==> config.mk <==
export PLATFORM = sky130hd
export DESIGN_NAME = qa_throttle_fifo_flat
export DESIGN_NICKNAME = d
export VERILOG_FILES = /design/src/rtl/qa_throttle_fifo_if.sv /design/src/rtl/qa_throttle_fifo.sv /design/src/flat_wrapper.sv
export SDC_FILE = /design/constraint.sdc
export NUM_CORES = 1
export LEC_CHECK = 0
export ABC_AREA = 1
export CAP_MARGIN = 20
export CORE_MARGIN = 1.5
export CORE_UTILIZATION = 50
export CTS_BUF_LIST = sky130_fd_sc_hd__clkbuf_4 sky130_fd_sc_hd__clkbuf_8
export CTS_CLUSTER_SIZE = 16
export DETAILED_ROUTE_END_ITERATION = 8
export DONT_BUFFER_PORTS = 1
export GPL_ROUTABILITY_DRIVEN = 0
export GPL_TIMING_DRIVEN = 1
export SYNTH_ARGS = -nofsm -noshare
export SYNTH_HDL_FRONTEND = slang
export SYNTH_SLANG_ARGS = --single-unit
==> constraint.sdc <==
create_clock -name clk -period 5.7 [get_ports clk]
set_input_delay 1.71 -clock clk [delete_from_list [all_inputs] [get_ports clk]]
set_output_delay 1.71 -clock clk [all_outputs]
set_load 0.01 [all_outputs]
==> src/rtl/qa_throttle_fifo_if.sv <==
// Sample-stream bundle for qa_throttle_fifo: producer side drives in_*,
// the FIFO drives the throttled out_* stream plus occupancy and overflow status.
interface qa_throttle_fifo_if #(
  parameter int unsigned WIDTH      = 32,
  parameter int unsigned DEPTH_LOG2 = 3
);
  logic [WIDTH-1:0]    in_data;
  logic                in_nd;
  logic [WIDTH-1:0]    out_data;
  logic                out_nd;
  logic [DEPTH_LOG2:0] count;
  logic                error;

  modport master (
    output in_data,
    output in_nd,
    input  out_data,
    input  out_nd,
    input  count,
    input  error
  );

  modport slave (
    input  in_data,
    input  in_nd,
    output out_data,
    output out_nd,
    output count,
    output error
  );
endinterface

==> src/rtl/qa_throttle_fifo.sv <==
// In-order sample FIFO that re-emits at most one sample every SPACING cycles,
// reporting occupancy and a sticky overflow flag. No backpressure to the source.
module qa_throttle_fifo #(
  parameter int unsigned WIDTH      = 32,
  parameter int unsigned DEPTH_LOG2 = 3,
  parameter int unsigned SPACING    = 1
) (
  input logic              clk,
  input logic              rst_n,
  qa_throttle_fifo_if.slave bus
);

  localparam int unsigned         Depth     = 2 ** DEPTH_LOG2;
  localparam logic [DEPTH_LOG2:0] DepthCnt  = (DEPTH_LOG2 + 1)'(Depth);
  localparam logic [7:0]          SpcReload = 8'(SPACING - 1);

  logic [WIDTH-1:0]      mem_q [Depth];
  logic [DEPTH_LOG2-1:0] wr_ptr_q, wr_ptr_d;
  logic [DEPTH_LOG2-1:0] rd_ptr_q, rd_ptr_d;
  logic [DEPTH_LOG2:0]   count_q, count_d;
  logic [7:0]            spc_q, spc_d;
  logic                  error_q, error_d;
  logic                  out_nd_q, out_nd_d;
  logic [WIDTH-1:0]      out_data_q, out_data_d;
  logic                  full, rd_en, wr_en;

  always_comb begin
    full  = (count_q == DepthCnt);
    rd_en = (count_q != '0) && (spc_q == '0);
    // A pop on the same edge frees the slot, so a full FIFO can still accept.
    wr_en = bus.in_nd && (!full || rd_en);

    wr_ptr_d   = wr_ptr_q;
    rd_ptr_d   = rd_ptr_q;
    count_d    = count_q;
    spc_d      = spc_q;
    error_d    = error_q;
    out_nd_d   = rd_en;
    out_data_d = out_data_q;

    if (wr_en) begin
      wr_ptr_d = wr_ptr_q + DEPTH_LOG2'(1);
    end

    if (rd_en) begin
      rd_ptr_d   = rd_ptr_q + DEPTH_LOG2'(1);
      out_data_d = mem_q[rd_ptr_q];
      spc_d      = SpcReload;
    end else if (spc_q != '0) begin
      spc_d = spc_q - 8'd1;
    end

    if (bus.in_nd && !wr_en) begin
      error_d = 1'b1;
    end

    case ({wr_en, rd_en})
      2'b10:   count_d = count_q + (DEPTH_LOG2 + 1)'(1);
      2'b01:   count_d = count_q - (DEPTH_LOG2 + 1)'(1);
      default: count_d = count_q;
    endcase
  end

  always_ff @(posedge clk or negedge rst_n) begin
    if (!rst_n) begin
      wr_ptr_q   <= '0;
      rd_ptr_q   <= '0;
      count_q    <= '0;
      spc_q      <= '0;
      error_q    <= 1'b0;
      out_nd_q   <= 1'b0;
      out_data_q <= '0;
    end else begin
      wr_ptr_q   <= wr_ptr_d;
      rd_ptr_q   <= rd_ptr_d;
      count_q    <= count_d;
      spc_q      <= spc_d;
      error_q    <= error_d;
      out_nd_q   <= out_nd_d;
      out_data_q <= out_data_d;
    end
  end

  // Storage needs no reset: pointers and count define which entries are live.
  always_ff @(posedge clk) begin
    if (wr_en) begin
      mem_q[wr_ptr_q] <= bus.in_data;
    end
  end

  assign bus.out_data = out_data_q;
  assign bus.out_nd   = out_nd_q;
  assign bus.count    = count_q;
  assign bus.error    = error_q;

endmodule

==> src/flat_wrapper.sv <==
// flat-port wrapper written by rule: the top's interface ports become plain ports
module qa_throttle_fifo_flat 
#(
  parameter int unsigned WIDTH      = 32,
  parameter int unsigned DEPTH_LOG2 = 3,
  parameter int unsigned SPACING    = 1
)
  (clk, rst_n, bus_in_data, bus_in_nd, bus_out_data, bus_out_nd, bus_count, bus_error);
  qa_throttle_fifo_if #(.WIDTH(WIDTH), .DEPTH_LOG2(DEPTH_LOG2)) bus_i ();
  input logic clk;
  input logic rst_n;
  input wire logic [$bits(bus_i.in_data)-1:0] bus_in_data;
  input wire logic [$bits(bus_i.in_nd)-1:0] bus_in_nd;
  output wire logic [$bits(bus_i.out_data)-1:0] bus_out_data;
  output wire logic [$bits(bus_i.out_nd)-1:0] bus_out_nd;
  output wire logic [$bits(bus_i.count)-1:0] bus_count;
  output wire logic [$bits(bus_i.error)-1:0] bus_error;
  assign bus_i.in_data = bus_in_data;
  assign bus_i.in_nd = bus_in_nd;
  assign bus_out_data = bus_i.out_data;
  assign bus_out_nd = bus_i.out_nd;
  assign bus_count = bus_i.count;
  assign bus_error = bus_i.error;
  qa_throttle_fifo #(.WIDTH(WIDTH), .DEPTH_LOG2(DEPTH_LOG2), .SPACING(SPACING)) u_core (.clk(clk), .rst_n(rst_n), .bus(bus_i));
endmodule
==> run metrics <==
initial antenna violation count 0; FF-to-FF path depth 13; core area ~0.024 sq mm; Nets 1063; crit path time final 3060 ps; Total Routing Usage GR 19.0%; CTS tree built; post-synth cell types 32; Peak VDD IR ~0.26 mV; Reg area approximately 0.009 sq mm; sequential area share after synthesis 72.3%; Worst-Margin Slew 1060 ps; part of the cycle the worst path needs a little over half; multi-input logic area 0.00263 sq mm; Hold Slack a little under 500 ps; worst rel slew slack 29.4%; fin. max-slew vios 0; CP Max Fanout 66; vias post-DR 7200; Pwr Density 486 mW/mm^2; Synthesis Warnings 0; PortBufs 0; # hold bufs at CTS 0; CTS Buf Count 49; post-CTS setup buffer count 0; setup TNS 0 ps; Final WS setup 2640 ps; number of global-route vias before repair 7295; WL/cell 17.3 microns; Critical R2R Capture u_core.bus.count[3]; most common cell after layout, fill and taps aside edfxtp_1; H-tree depth 2; largest net degree at the start of global routing 166; share of cells above drive strength 1 about 11%; placed cells 1292; clock-pin transition on the worst setup and hold timing paths 60 ps; Die ar. 0.0258 sq mm; Mapped Cells 1016; Max-Cap Viols 0; Core Util, Final 56.6%; row count 57; most frequent cells in the layout 256 x edfxtp_1, 152 x nand2_1, 143 x inv_1, 98 x a21oi_1, 97 x o21ai_0; Starting Density between 50% and 60%; HPWL Detailed 13100 microns; Iter 0 DRT Violations 475; DRT Wirelength 24000 microns; R2R Setup Slk 2640 ps; Final Hold Viols 0; drt pass-1 iters 4; fin cells 1386; # fillers 2061; Ports 73; Synth Cell Area 0.0124 sq mm; syn nets 1057; DRC 0; Min-Delay Path Depth 1; Antenna Nets Post-Route 0; synthesized flop and latch total ~300; Static Leak between 5 and 6 nW; post-cts sizing count 0; Critical Path End u_core.bus.count[3]; RSZ-0062 raised after global routing no; Max Root-Sink Buffers 3; critical path required time 6140 ps; ANT cells 0; grt total ovfl 0; worst skew pair latency roughly 560 ps; startpoint types flop; die height 161 microns; WP data arrival 3500 ps; status complete, no violations; kind of end point of the critical path flop; total clock sinks 308; f_max 327 MHz; Critical path origin u_core.spc_q[0]; routed vias/inst 5.19; Hold Crit Class reg -> reg; P&R area growth vs syn 11.0%; Setup-failing EPs final 0; Post-Place Setup Slack 2040 ps; global-route wire length before repair 38500 microns; clk root buf clkbuf_8; Die W ~160 microns; kind of critical path reg -> reg; Post-Syn Area per Cell 12.2 sq um; worst clock skew 26.7 ps; r2r startpoint u_core.spc_q[0]
power breakdown:
group | internal (mW) | switching (mW)
logic | 0.504 | 0.992
clock network | 1.05 | 0.838
registers | 2.91 | 0.412
per-layer routing:
metal,GRT usage [%],part of all wire [%]
met1,25.1,46
met2,32.0,48
met3,4.16,4.3
met4,5.35,1.4
met5,0,0
area by class of cell:
type | instances | area share (%)
tap | 324 | 2.94
clock inverter | 18 | 0.743
sequential | 308 | 65.2
multi-input combinational | 501 | 19.1
timing repair buffer | 11 | 1.54
clock buffer | 73 | 6.46
inverter | 151 | 4.11
synth_stat cells, drive strengths merged:
library cell	number	share of area, %
clkinv	1	0.030
nand3	14	0.60
dfrtp	52	10
ha	5	0.50
o21ai	128	5.2
o211ai	36	2.2
nand4	1	0.050
or2	1	0.070
clkbuf	24	0.72
xor2	9	0.63
nor3	1	0.040
buf	32	1.8
a21oi	99	4.1
xnor2	2	0.14
fa	1	0.16
nor2	19	0.77
a31o	1	0.070
nand2	156	4.8
inv	150	4.5
a31oi	28	1.4
edfxtp	256	62
state kept, by name, indices dropped and copies added, names as in the netlist:
register	cells
u_core.bus.count	4
u_core.rd_ptr_q	3
u_core.bus.out_nd	1
u_core.bus.out_data	32
u_core.spc_q	8
u_core.mem_q	256
u_core.bus.error	1
u_core.wr_ptr_q	3
metrics by stage:
step	instance area (sq um)	total power [mW]
2_1_floorplan	12400	4.46
3_3_place_gp	12600	4.79
3_5_place_dp	12700	4.87
4_1_cts	13700	6.75
5_1_grt	13800	7.13
6_report	13800	6.70
cells by family after synthesis:
family	count (synthesis)	share of synthesized area [%]
simple gates	192	6.37
flops	308	72.3
fa+ha+maj	6	0.664
compound gates	292	12.9
buf+inv	207	7.05
xor+xnor	11	0.775
critical path: stages (launching register included):
cell     delay (ps)
dfrtp_1         380
inv_1           110
ha_1            150
inv_1            60
nor2_4          160
nand3_4         710
nor2_1          470
ha_1            340
a21oi_1         190
nand3_1         120
nand2_1         120
nand2_1          50
nand2_1          50
inv_1            30
how the worst min path moves through the flow:
stage,startpoint,to,slack (ps)
5_1_grt,u_core.spc_q[0],u_core.spc_q[0],530
2_1_floorplan,u_core.spc_q[0],u_core.spc_q[0],460
3_5_place_dp,u_core.spc_q[0],u_core.spc_q[0],490
6_report,u_core.spc_q[0],u_core.spc_q[0],490
4_1_cts,u_core.spc_q[0],u_core.spc_q[0],500
3_3_place_gp,u_core.spc_q[0],u_core.spc_q[0],480
No activity file was read; power rests on OpenSTA's default activity.
==> RTL edit 1, RTL diff (same settings) <==
Compare `count_q` against `DepthCnt` with >= in place of ==.
--- a/src/rtl/qa_throttle_fifo.sv
+++ b/src/rtl/qa_throttle_fifo.sv
@@ -27,3 +27,3 @@
   always_comb begin
-    full  = (count_q == DepthCnt);
+    full  = (count_q >= DepthCnt);
     rd_en = (count_q != '0) && (spc_q == '0);
Behaviour: same outputs for any inputs over 10 cycles, from zero or initial values and one cycle with rst_n low; that may be too few to reach the edited logic, so the function may still have changed.
==> RTL edit 1 against the unedited design <==
- total power fell by 3.3%
- wire length decreased by 1.3%
- clock power rose by 3%
- final cell count grew 1.4%
- final area is 0.49% higher
- core utilization is 0.28 points higher
- die area increased by 0.21%
- synthesized area increased by 0.21%
- worst hold slack gained 3.3 ps
- sequential cell count did not move
- global-route usage is 0.20 points lower
- setup slack better by 230 ps
- critical endpoint is now u_core.mem_q[4][19]
- largest power group unchanged
==> RTL edit 1: results (changes against the unedited design) <==
- Clock slew at reported path FFs: 60 ps (about the same)
- Fraction of registers with async set/reset: 16.9% (unchanged)
- Number of synthesized flops with an enable pin: 256 (unchanged)
- Clock Skew: 12.1 ps (-14.6 ps)
- Synth top area cells: edfxtp_1 (62%), dfrtp_1 (10%), nand2_1 (4.8%)
- HP Class: flip-flop to flip-flop
- Min-delay src: u_core.spc_q[0]
- First-pass iteration count of the detailed router: 5 (+1)
- Met1 usage: 25.7% (+0.62 points)
- CTS Buffer Depth: 3 (unchanged)
- Max IR drop VDD: 0.235 mV (-10%)
- Worst-path maximum fanout: 18 (-73%)
- Sequential share of the synthesized area: 72.1% (-0.15 points)
- Leak: 5.38 nW (+1.2%)
- First-pass GRT wire length: 38000 um (-1.3%)
- Slew @ Worst Pin: 977 ps (-79.1 ps)
- YS warnings: 0 (unchanged)
- Critical path startpoint: bus_in_nd
- DP Area: 12700 um^2 (-0.15%)
- H-tree lvl count: 2 (unchanged)
- Port Buffer Count: 0 (unchanged)
- Pre-CTS setup slack: 2010 ps (-27.9 ps)
- Setup bufs post-CTS: 0 (unchanged)
- Number of diodes: 0 (unchanged)
- Post-synth top cells: edfxtp_1 (256), nand2_1 (160), inv_1 (146)
- Post-Syn Area per Cell: 12.2 um^2 (-0.47%)
- Pin count of the biggest net entering global routing: 97 (-42%)
- Largest register FFs: 256 (unchanged)
- Initial DRC Count: 529 (+11%)
- Main synth FF type: edfxtp_1
- Met3 global-route usage: 4.05% (-0.10 points)
- Global Route met2 Usage: 29.9% (-2.1 points)
- Avg Vias per Cell: 5.13 (-1.3%)
- Largest reg by FF count: u_core.mem_q
- Clock root cell: clkbuf_8
- Worst-skew pair later-pin latency: 570 ps
- CTS Buf Count: 52 (+6.1%)
- Total GRT Usage: 18.8% (-0.20 points)
- Placed insts: 1304 (+0.93%)
- Final HPWL DP: 13000 um (-1.3%)
- Vias in the first global route: 6944 (-4.8%)
- Cell Count, Final, Fillers Out: 1405 (+1.4%)
- Nets: 1079 (+1.5%)
- Wire per inst: 16.9 um (-2.6%)
- Antenna violations before repair: 0 (unchanged)
- GR peak layer: met2
- CTS resizes: 0 (unchanged)
- Share of cells above drive strength 1: 11.4% (+0.36 points)
- Status: complete, no violations
- Unique masters post-synth: 28 (-13%)
- FF-to-FF Start: u_core.spc_q[0]
RTL edit 1: worst max-delay path: stages:
cell	delay, ps
inv_1	40
a21oi_1	230
nand2_1	300
nor2_4	560
buf_16	250
RTL edit 1: power breakdown:
part	switching [mW]	internal [mW]
Clock	0.855	1.08
Combinational	0.905	0.501
Sequential	0.366	2.77
Total	2.13	4.35
RTL edit 1: layer usage:
metal  routed length, um  vias up
li1                    -     3597
met1               10800     3395
met2               11100      165
met3                1180       46
met4                 609        0
met5                   0        -
RTL edit 1: layout make-up:
class / count / area, um^2
fillers: 2027 / 10500
flip-flops and latches: 308 / 9000
multi-input cells: 511 / 2660
clock buffers: 76 / 965
inverters: 148 / 556
well taps: 324 / 405
repair buffers: 17 / 193
clock inverters: 21 / 96.3
RTL edit 1: final timing paths:
check	end	slack (ps)	depth (start not counted)
max	u_core.mem_q[4][19]	2870	5
min	u_core.spc_q[0]	490	1
max reg2reg	u_core.mem_q[4][19]	2960	9
min reg2reg	u_core.spc_q[0]	490	1
max in group asynchronous	u_core.rd_ptr_q[0]	4750	0
min in group asynchronous	u_core.bus.out_data[2]	840	0
RTL edit 1: kinds of logic (layout without fill, tap and decap cells):
group | count (synthesis) | in the layout | synth area share (%)
buf+inv | 204 | 262 | 6.93
simple gates | 295 | 295 | 10.3
flops | 308 | 308 | 72.1
fa+ha+maj | 6 | 6 | 0.663
compound gates | 201 | 201 | 9.40
xor+xnor | 9 | 9 | 0.632
==> RTL edit 2, RTL diff (same flow settings) <==
Made on the original files. `WIDTH` is set to 32 in 3 places; all go to 16.
--- a/src/rtl/qa_throttle_fifo_if.sv
+++ b/src/rtl/qa_throttle_fifo_if.sv
@@ -3,3 +3,3 @@
 interface qa_throttle_fifo_if #(
-  parameter int unsigned WIDTH      = 32,
+  parameter int unsigned WIDTH      = 16,
   parameter int unsigned DEPTH_LOG2 = 3
--- a/src/rtl/qa_throttle_fifo.sv
+++ b/src/rtl/qa_throttle_fifo.sv
@@ -3,3 +3,3 @@
 module qa_throttle_fifo #(
-  parameter int unsigned WIDTH      = 32,
+  parameter int unsigned WIDTH      = 16,
   parameter int unsigned DEPTH_LOG2 = 3,
--- a/src/flat_wrapper.sv
+++ b/src/flat_wrapper.sv
@@ -3,3 +3,3 @@
 #(
-  parameter int unsigned WIDTH      = 32,
+  parameter int unsigned WIDTH      = 16,
   parameter int unsigned DEPTH_LOG2 = 3,
Interface: changed (resized bus_in_data and bus_out_data); port bits go from 73 to 41. No check against the original RTL was run, so the function may have changed too.
==> RTL edit 2 against the unedited design <==
- via count fell by 45%
- clock skew fell by 21 ps
- total power fell by 49%
- final area fell by 48%
- combinational power fell by 33%
- synthesized area fell by 47%
- setup slack improved by 220 ps
- wire length fell by 44%
- die area fell by 46%
- synthesized cell count fell by 47%
- register-to-register slack improved by 360 ps
- largest power group unchanged
- critical endpoint is now u_core.mem_q[0][2]
- critical path type is now input pin to flip-flop
- sequential cell count fell by 144
- final cell count fell by 48%
- count of clock-buffer cells in the layout fell by 53
==> RTL edit 2: results (changes against the unedited design) <==
- Status: complete, no violations
- Max IR drop VDD: 0.198 mV (-24%)
- Worst R2R Setup Slack: 3000 ps (+360 ps)
- Unique masters post-synth: 31 (-3.1%)
- Fraction of registers with async set/reset: 22.0% (+5.1 points)
- Global Route met2 Usage: 33.7% (+1.7 points)
- Synth top area cells: edfxtp_1 (58%), dfrtp_1 (14%), o21ai_0 (6.1%)
- First-pass GRT wire length: 21300 um (-45%)
- Clock Skew: 6.10 ps (-20.6 ps)
- Cell Count, Final, Fillers Out: 724 (-48%)
- CTS Buffer Depth: 2 (-1)
- Crit path largest cell delay: 650 ps (-60 ps)
- Initial DRC Count: 260 (-45%)
- Worst-skew pair later-pin latency: 460 ps (-100 ps)
- Placed insts: 690 (-47%)
- CTS Buf Count: 17 (-65%)
- Tmin final: 2840 ps (-220 ps)
- Min Hold Slack: 488 ps (-2.85 ps)
- Total GRT Usage: 20.6% (+1.6 points)
- # fillers: 1085 (-47%)
- Final Power: 3.39 mW (-49%)
- Met3 global-route usage: 5.23% (+1.1 points)
- Sequential share of the synthesized area: 71.7% (-0.53 points)
- Number of synthesized flops with an enable pin: 128 (-50%)
- Critical path startpoint: bus_in_nd
- Share of cells above drive strength 1: 11.1% (+0.034 points)
- Pre-CTS setup slack: 2330 ps (+298 ps)
- Final HPWL DP: 8400 um (-36%)
- Syn nets: 566 (-46%)
- P_clk: 0.750 mW (-60%)
- Leak: 2.54 nW (-52%)
- Post-synth top cells: edfxtp_1 (128), nor2_1 (107), o21ai_0 (81)
- Pin count of the biggest net entering global routing: 67 (-60%)
- Final WL: 13500 um (-44%)
- Slew @ Worst Pin: 1080 ps (+19.8 ps)
- Sw Share: 36.0% (+2.5 points)
- Largest register FFs: 128 (-50%)
- Clock slew at reported path FFs: 80 ps (+20 ps)
==> RTL edit 2: metal layers <==
metal | up-vias | routed length [um]
met2 | 88 | 6930
li1 | 1889 | -
met3 | 25 | 674
met5 | - | 0
met1 | 1924 | 5610
met4 | 0 | 301
==> RTL edit 2: logic make-up after synthesis <==
logic type	after synthesis	synth area share [%]
and+or+nand+nor	188	11.9
AOI/OAI and AO/OA	124	10.9
DFF	164	71.7
adders and majority gates	6	1.25
buffers and inverters	52	3.33
xor gates and xnor gates	7	0.927
==> RTL edit 2: cell type report <==
| type | instances | area [um^2] | share of cell area (%) |
|---|---|---|---|
| clock buffers | 20 | 256 | 3.60 |
| clock inverters | 12 | 90.1 | 1.26 |
| inverters | 24 | 90.1 | 1.26 |
| multi-input cells | 325 | 1650 | 23.1 |
| flip-flops and latches | 164 | 4750 | 66.5 |
| well taps | 172 | 215 | 3.02 |
| repair buffers | 7 | 85.1 | 1.19 |
